==> config.mk <==
export PLATFORM = sky130hd
export DESIGN_NAME = seq_detect_arbiter
export DESIGN_NICKNAME = d
export VERILOG_FILES = /design/src/rtl/seq_detect_arbiter_pkg.sv /design/src/rtl/seq_detect_arbiter_sat_counter.sv /design/src/rtl/seq_detect_arbiter.sv
export SDC_FILE = /design/constraint.sdc
export NUM_CORES = 1
export LEC_CHECK = 0
export ABC_AREA = 1
export ABC_CLOCK_PERIOD_IN_PS = 3500
export CAP_MARGIN = 20
export CORE_ASPECT_RATIO = 2
export CORE_MARGIN = 5
export CORE_UTILIZATION = 45
export DETAILED_ROUTE_END_ITERATION = 10
export HOLD_SLACK_MARGIN = 0.15
export PLACE_DENSITY = 0.7
export SYNTH_ARGS = -nofsm -noshare
export SYNTH_HDL_FRONTEND = slang
export SYNTH_HIERARCHICAL = 1
export SYNTH_SLANG_ARGS = --single-unit
==> constraint.sdc <==
create_clock -name clock -period 3.5 [get_ports clock]
set_input_delay 0.35 -clock clock [delete_from_list [all_inputs] [get_ports clock]]
set_output_delay 0.35 -clock clock [all_outputs]
set_load 0.1 [all_outputs]
==> src/rtl/seq_detect_arbiter_pkg.sv <==
// Shared definitions for the two-source sequence-detector arbiter:
// state encodings (3-bit Gray-style) and parameter defaults.
package seq_detect_arbiter_pkg;

    typedef enum logic [2:0] {
        ST_IDLE    = 3'b000,
        ST_CLEAR   = 3'b001,
        ST_STREAM  = 3'b011,
        ST_DRAIN   = 3'b010,
        ST_RELEASE = 3'b110
    } arb_state_e;

    localparam int FRAME_LEN_DEF = 8;
    localparam int DRAIN_CYC_DEF = 2;
    localparam int CNT_W_DEF     = 6;

endpackage

==> src/rtl/seq_detect_arbiter_sat_counter.sv <==
// Saturating up-counter with synchronous clear; clear wins over increment.
module sat_counter
    import seq_detect_arbiter_pkg::*;
#(
    parameter int CNT_W = CNT_W_DEF
) (
    input  logic             clk_i,
    input  logic             rst_i,
    input  logic             inc_i,
    input  logic             clr_i,
    output logic [CNT_W-1:0] count_o
);

    localparam logic [CNT_W-1:0] CNT_MAX = '1;

    logic [CNT_W-1:0] count_q;
    logic [CNT_W-1:0] count_d;

    always_comb begin
        count_d = count_q;
        if (clr_i) begin
            count_d = '0;
        end else if (inc_i && (count_q != CNT_MAX)) begin
            count_d = count_q + CNT_W'(1);
        end
    end

    always_ff @(posedge clk_i or posedge rst_i) begin
        if (rst_i) begin
            count_q <= '0;
        end else begin
            count_q <= count_d;
        end
    end

    assign count_o = count_q;

endmodule

==> src/rtl/seq_detect_arbiter.sv <==
// Round-robin arbiter that lends one serial sequence detector to two bit
// sources, one fixed-length frame at a time, and tallies matches per source.
module seq_detect_arbiter
    import seq_detect_arbiter_pkg::*;
#(
    parameter int FRAME_LEN = FRAME_LEN_DEF,
    parameter int DRAIN_CYC = DRAIN_CYC_DEF,
    parameter int CNT_W     = CNT_W_DEF
) (
    input  logic             clock,
    input  logic             reset,
    input  logic             req0,
    input  logic             req1,
    input  logic             bit0,
    input  logic             bit1,
    output logic             grant0,
    output logic             grant1,
    output logic             det_clear,
    output logic             det_input,
    input  logic             det_success,
    input  logic             clear_counts,
    output logic [CNT_W-1:0] match_count0,
    output logic [CNT_W-1:0] match_count1,
    output logic             done,
    output logic             done_id,
    output logic             aborted,
    output logic [2:0]       state
);

    localparam int BC_W = 6;
    localparam int DC_W = 3;
    localparam logic [BC_W-1:0] BIT_LAST   = BC_W'(FRAME_LEN - 1);
    localparam logic [DC_W-1:0] DRAIN_LAST = DC_W'(DRAIN_CYC - 1);

    arb_state_e      state_q, state_d;
    logic            owner_q, owner_d;
    logic            last_q, last_d;
    logic            abort_q, abort_d;
    logic [BC_W-1:0] bit_cnt_q, bit_cnt_d;
    logic [DC_W-1:0] drain_cnt_q, drain_cnt_d;
    logic            req_own;
    logic            bit_own;
    logic            credit;

    assign req_own = owner_q ? req1 : req0;
    assign bit_own = owner_q ? bit1 : bit0;

    always_ff @(posedge clock or posedge reset) begin
        if (reset) begin
            state_q     <= ST_IDLE;
            owner_q     <= 1'b0;
            last_q      <= 1'b1;
            abort_q     <= 1'b0;
            bit_cnt_q   <= '0;
            drain_cnt_q <= '0;
        end else begin
            state_q     <= state_d;
            owner_q     <= owner_d;
            last_q      <= last_d;
            abort_q     <= abort_d;
            bit_cnt_q   <= bit_cnt_d;
            drain_cnt_q <= drain_cnt_d;
        end
    end

    always_comb begin
        state_d     = state_q;
        owner_d     = owner_q;
        last_d      = last_q;
        abort_d     = abort_q;
        bit_cnt_d   = bit_cnt_q;
        drain_cnt_d = drain_cnt_q;
        grant0      = 1'b0;
        grant1      = 1'b0;
        det_clear   = 1'b0;
        det_input   = 1'b0;
        done        = 1'b0;
        done_id     = 1'b0;
        aborted     = 1'b0;
        credit      = 1'b0;
        case (state_q)
            ST_IDLE: begin
                if (req0 && req1) begin
                    owner_d = ~last_q;
                    state_d = ST_CLEAR;
                end else if (req0) begin
                    owner_d = 1'b0;
                    state_d = ST_CLEAR;
                end else if (req1) begin
                    owner_d = 1'b1;
                    state_d = ST_CLEAR;
                end
            end
            ST_CLEAR: begin
                det_clear = 1'b1;
                bit_cnt_d = '0;
                state_d   = ST_STREAM;
            end
            ST_STREAM: begin
                grant0      = ~owner_q;
                grant1      = owner_q;
                credit      = det_success;
                bit_cnt_d   = bit_cnt_q + BC_W'(1);
                drain_cnt_d = '0;
                // An owner that withdraws mid-frame forfeits the current bit.
                if (!req_own) begin
                    abort_d = 1'b1;
                    state_d = ST_DRAIN;
                end else begin
                    det_input = bit_own;
                    if (bit_cnt_q == BIT_LAST) begin
                        state_d = ST_DRAIN;
                    end
                end
            end
            ST_DRAIN: begin
                credit      = det_success;
                drain_cnt_d = drain_cnt_q + DC_W'(1);
                if (drain_cnt_q == DRAIN_LAST) begin
                    state_d = ST_RELEASE;
                end
            end
            ST_RELEASE: begin
                done    = 1'b1;
                done_id = owner_q;
                aborted = abort_q;
                last_d  = owner_q;
                abort_d = 1'b0;
                state_d = ST_IDLE;
            end
            default: begin
                state_d = ST_IDLE;
            end
        endcase
    end

    sat_counter #(
        .CNT_W(CNT_W)
    ) u_count0 (
        .clk_i  (clock),
        .rst_i  (reset),
        .inc_i  (credit & ~owner_q),
        .clr_i  (clear_counts),
        .count_o(match_count0)
    );

    sat_counter #(
        .CNT_W(CNT_W)
    ) u_count1 (
        .clk_i  (clock),
        .rst_i  (reset),
        .inc_i  (credit & owner_q),
        .clr_i  (clear_counts),
        .count_o(match_count1)
    );

    assign state = state_q;

endmodule

-- Word-level counts from Yosys, hierarchy flattened
Index checks and enable logic that the tools add are counted.
- logic and storage cells: 71
- register bits: 27
- reductions and logical operators: 14
- mux-type cells: 29
- eq/ne operators: 12
- $add $sub $neg: 4
- bitwise gates (word level): 4
- operators with widths (operator ; count):
    6-bit 2-to-1 mux ; 4
    6-bit by 1-bit adder with 6-bit output, second input constant ; 3
    3-bit 2-to-1 mux ; 6
    1-bit 2-to-1 mux ; 15
    6-bit != test, second input constant ; 2
    3-bit case mux with 4 select lines ; 1
    6-bit case mux with 2 select lines ; 1
    2-bit nonzero test ; 5
    3-bit by 1-bit == test with 1-bit output, second input constant ; 2
    3-bit by 2-bit == test with 1-bit output, second input constant ; 2
    6-bit by 3-bit == test with 1-bit output, second input constant ; 1
    3-bit case mux with 2 select lines ; 1
    2-bit != test, second input constant ; 2
    4-bit != test, second input constant ; 1
    2-bit AND reduction ; 2
    3-bit by 1-bit adder with 3-bit output, second input constant ; 1
    3-bit == test, second input constant ; 1
    1-bit logical AND ; 3
    3-bit logical NOT ; 1
    3-bit != test, second input constant ; 1
    3-bit AND reduction ; 1
    3-bit nonzero test ; 1
    1-bit AND ; 2
    1-bit NOT ; 2
    other kinds (2) ; 2

-- Logic depth before layout (Yosys ltp)
- word-level depth: 7
- depth in mapped cells: 8

-- Modules after synthesis
The synthesis kept the hierarchy.
- modules (own cells, without submodules) (module ; area each (um2) ; seq. area each (um2) ; instances ; cells an instance):
    seq_detect_arbiter ; 843.3 ; 376.6 ; 1 ; 109
    sat_counter ; 392.9 ; 150.1 ; 2 ; 53

-- Least setup slack after synthesis
No wires, ideal clock.
- path type: flip-flop to output port
- from: reg state_q[0] (netlist: state[0])
- to: out det_input
- path buffers: 0
- arrival: 3618 ps
- path slack: -468 ps
- cell stages (with the launch flop): 3
- path through: dfrtp_1 -> nand3_2 -> a211oi_1
- longest elaborated chain between the ends: 2
- ends and longest elaborated chain (what ; line ; RTL):
    start: declaration ; seq_detect_arbiter.sv:35 ; arb_state_e state_q, state_d;
    start signal: assignment ; seq_detect_arbiter.sv:57 ; state_q <= state_d;
    3-bit by 2-bit == test with 1-bit output ; seq_detect_arbiter.sv:81 ; case (state_q)
    1-bit 2-to-1 mux ; seq_detect_arbiter.sv:81 ;
    end: declaration ; seq_detect_arbiter.sv:19 ; output logic det_input,
No other way between the ends.

-- Final worst setup path
- from: reg state_q[2] (netlist: state[2])
- to: out state[2]
- RTL lines (what ; line ; RTL):
    end: declaration ; seq_detect_arbiter.sv:27 ; output logic [2:0] state
No word-level cell between the ends.

==> flow_summary.toml <==
[placement]
dp_hpwl_mm = 2.84
portBuffers = 29
dpl_cell_area_sq_um = 1970
placed_cells = 293
gp_congestion = 0.800

[synth]
synth_fa_ha_area_frac = 0.0384
synth_seq_area_share = 0.416
syn_area_per_cell_sq_um = 7.58
synth_xor_area_frac = 0.00538
synth_mux_area_frac = 0
synthCells = 215
synth_compound_area_frac = 0.0814
synth_simple_gate_area_frac = 0.367
syn_nets = 228
synth_top_family_by_area = "simple AND/OR/NAND/NOR gates"
synth_cell_type_count = 24
synthesis.area_sq_um = 1630
synth_seq_cells = 27
synth-warning-count = 6

[finish]
layout_commonest_cell = "nand2_1"
layout.nets = 262
drive_above_1_share = 0.173
final_cells = 297
final_util = 0.564
layout_common_cells = "45 x nand2_1, 34 x inv_1, 26 x dfrtp_1"
area_growth_syn_to_layout_pct = 23.6
num_antenna_cells = 0
stdcell_area_sq_um = 2010

[worst_setup_path]
cp-endpoint = "state[2]"
crit_family = "buffers and inverters"
r2r_slack_ps = 1700
worstPathCellList = "clkdlybuf4s50_1"
startpoint_type = "flip-flop"
end_kind = "output pin"
cpPeakStageDelay_ps = 1180
cp.depth = 1
regToRegStartpoint = "state[2]"
cp_data_required_time_ps = 3150
crit_fanout = 6
startpoint = "state[2]"
r2r_cells = 6
cpMaxStageDelayCell = "clkdlybuf4s50_1"
path_class = "reg2out"
critical_path_buf_inv_count = 1
crit_arrival_ps = 1940
rr_endpoint = "u_count1/count_o[4]"

[cts]
root_buffer = "clkbuf_8"
cts_resized = 0
cts_tree = "done"
cts_hold_buf = 0
cts_max_level = 1
clkSinkCount = 27
cts_buffers = 3
clk_latency_ps = 270
cts_setup_buffers = 0
clkTransAtPathRegs_ps = 90
clockBufferDepth = 2

[die]
die_h_microns = 95.1
die_w_microns = 52.5
fp.dieArea_sq_um = 5000
num_io_pins = 30
num_rows = 31
initial_core_util = 0.457
core_sq_um = 3570

[run]
max_cap_viol_count = 0

[global_routing]
grt.total_usage = 0.163
grt-ovfl-total = 0
grt_pass1_wl_mm = 6.22
grt_pass1_vias = 1461
grt_start_max_net_pins = 16
antenna_found_initial = 0

[route]
num_vias = 1452
wire_per_inst_microns = 11.9
post-route-drc-count = 0
totalWireLength_mm = 3.53
drt_iter0_drc = 12
dr.pass1.iters = 4
post_drt_via_cell_ratio = 4.89
final_antenna_net_count = 0

[sta]
maxSlewHeadroom = 0.353
finalHoldViolations = 0
slew_violations = 0
period_share = 0.655
fmax_mhz = 436
skew_ps = 1.90
setup_violations = 0
worst_pin_slew_ps = 968
setup_tns_ps = 0
rsz0062_at_grt = "no"
min_period_ps = 2290

[worst_hold_path]
hp-class = "in2async"

[run_status]
status = "completed"

[power_and_ir_drop]
p_per_area_nw_per_um2 = 725
total_leakage_power_uw = 0.000988
vdd_drop_max_mv = 0.793
-- power by group --
group | leakage (uW) | switching (uW) | total, uW | internal (uW)
Combinational | 0.000611 | 603 | 804 | 201
Sequential | 0.000354 | 86.5 | 479 | 392
Clock | 0.0000228 | 96.0 | 178 | 81.6
Total | 0.000988 | 786 | 1460 | 675
-- flip-flops by register name, summed over array words and instances, names as in the netlist --
signal,cells
u_count0/count_o,6
bit_cnt_q,6
u_count1/count_o,6
abort_q,1
owner_q,1
state,3
drain_cnt_q,3
last_q,1
-- how the worst min path moves through the flow --
stage,slack [ps],endpoint,start
finish,370,u_count1/count_o[5],reset
global route,430,u_count1/count_o[5],reset
CTS,380,u_count1/count_o[5],reset
detailed placement,470,last_q,last_q
global placement,470,last_q,last_q
floorplan,140,u_count0/count_o[0],reset
-- cell type report --
type | count | area, sq um
Multi-Input combinational cell | 148 | 807
Fill cell | 359 | 1560
Tap cell | 49 | 61.3
Clock buffer | 4 | 45.0
Sequential cell | 27 | 677
Timing Repair Buffer | 29 | 273
Inverter | 40 | 150
-- Yosys cell counts --
master | instances | share of area
inv_2 | 6 | 0.014
a21oi_1 | 3 | 0.0092
dfstp_2 | 1 | 0.016
nand2_2 | 8 | 0.031
a211oi_1 | 1 | 0.0046
dfrtp_1 | 26 | 0.40
nor3_2 | 1 | 0.0061
o21ai_1 | 8 | 0.025
nor3_1 | 6 | 0.018
o22ai_1 | 2 | 0.0077
o21ai_0 | 3 | 0.0092
nand3_2 | 1 | 0.0061
inv_1 | 34 | 0.078
nand4_1 | 5 | 0.019
nor2_1 | 21 | 0.048
nor2_2 | 4 | 0.015
a21oi_2 | 3 | 0.016
nand2_1 | 45 | 0.10
nor2_4 | 3 | 0.021
ha_1 | 5 | 0.038
nand3_1 | 23 | 0.071
xnor2_1 | 1 | 0.0054
o21ai_4 | 1 | 0.010
nand2_4 | 4 | 0.028
-- kinds of logic (layout without fill, tap and decap cells) --
| kind of cell | after synthesis | count (layout) |
|---|---|---|
| DFF | 27 | 27 |
| and+or+nand+nor | 121 | 121 |
| xor gates and xnor gates | 1 | 1 |
| buffers and inverters | 40 | 73 |
| adders and majority gates | 5 | 5 |
| AOI/OAI and AO/OA | 21 | 21 |
-- per-stage QoR --
| step | power [uW] | hold slack [ps] | setup slack (ps) |
|---|---|---|---|
| CTS | 1470 | 376 | 1190 |
| detailed placement | 1290 | 471 | 1460 |
| global route | 1570 | 430 | 1130 |
| floorplan | 1110 | 141 | 489 |
| finish | 1460 | 368 | 1210 |
| global placement | 1290 | 465 | 1460 |
-- metal layers --
metal / track usage / share of wire / vias up / wire length [microns]
li1: - / - / 743 / -
met5: 0 / 0 / - / 0
met4: 0.0576 / 0.011 / 0 / 39
met3: 0.0250 / 0.036 / 4 / 126
met1: 0.180 / 0.41 / 677 / 1460
met2: 0.302 / 0.54 / 28 / 1900
Power figures use the tool's default switching activity.
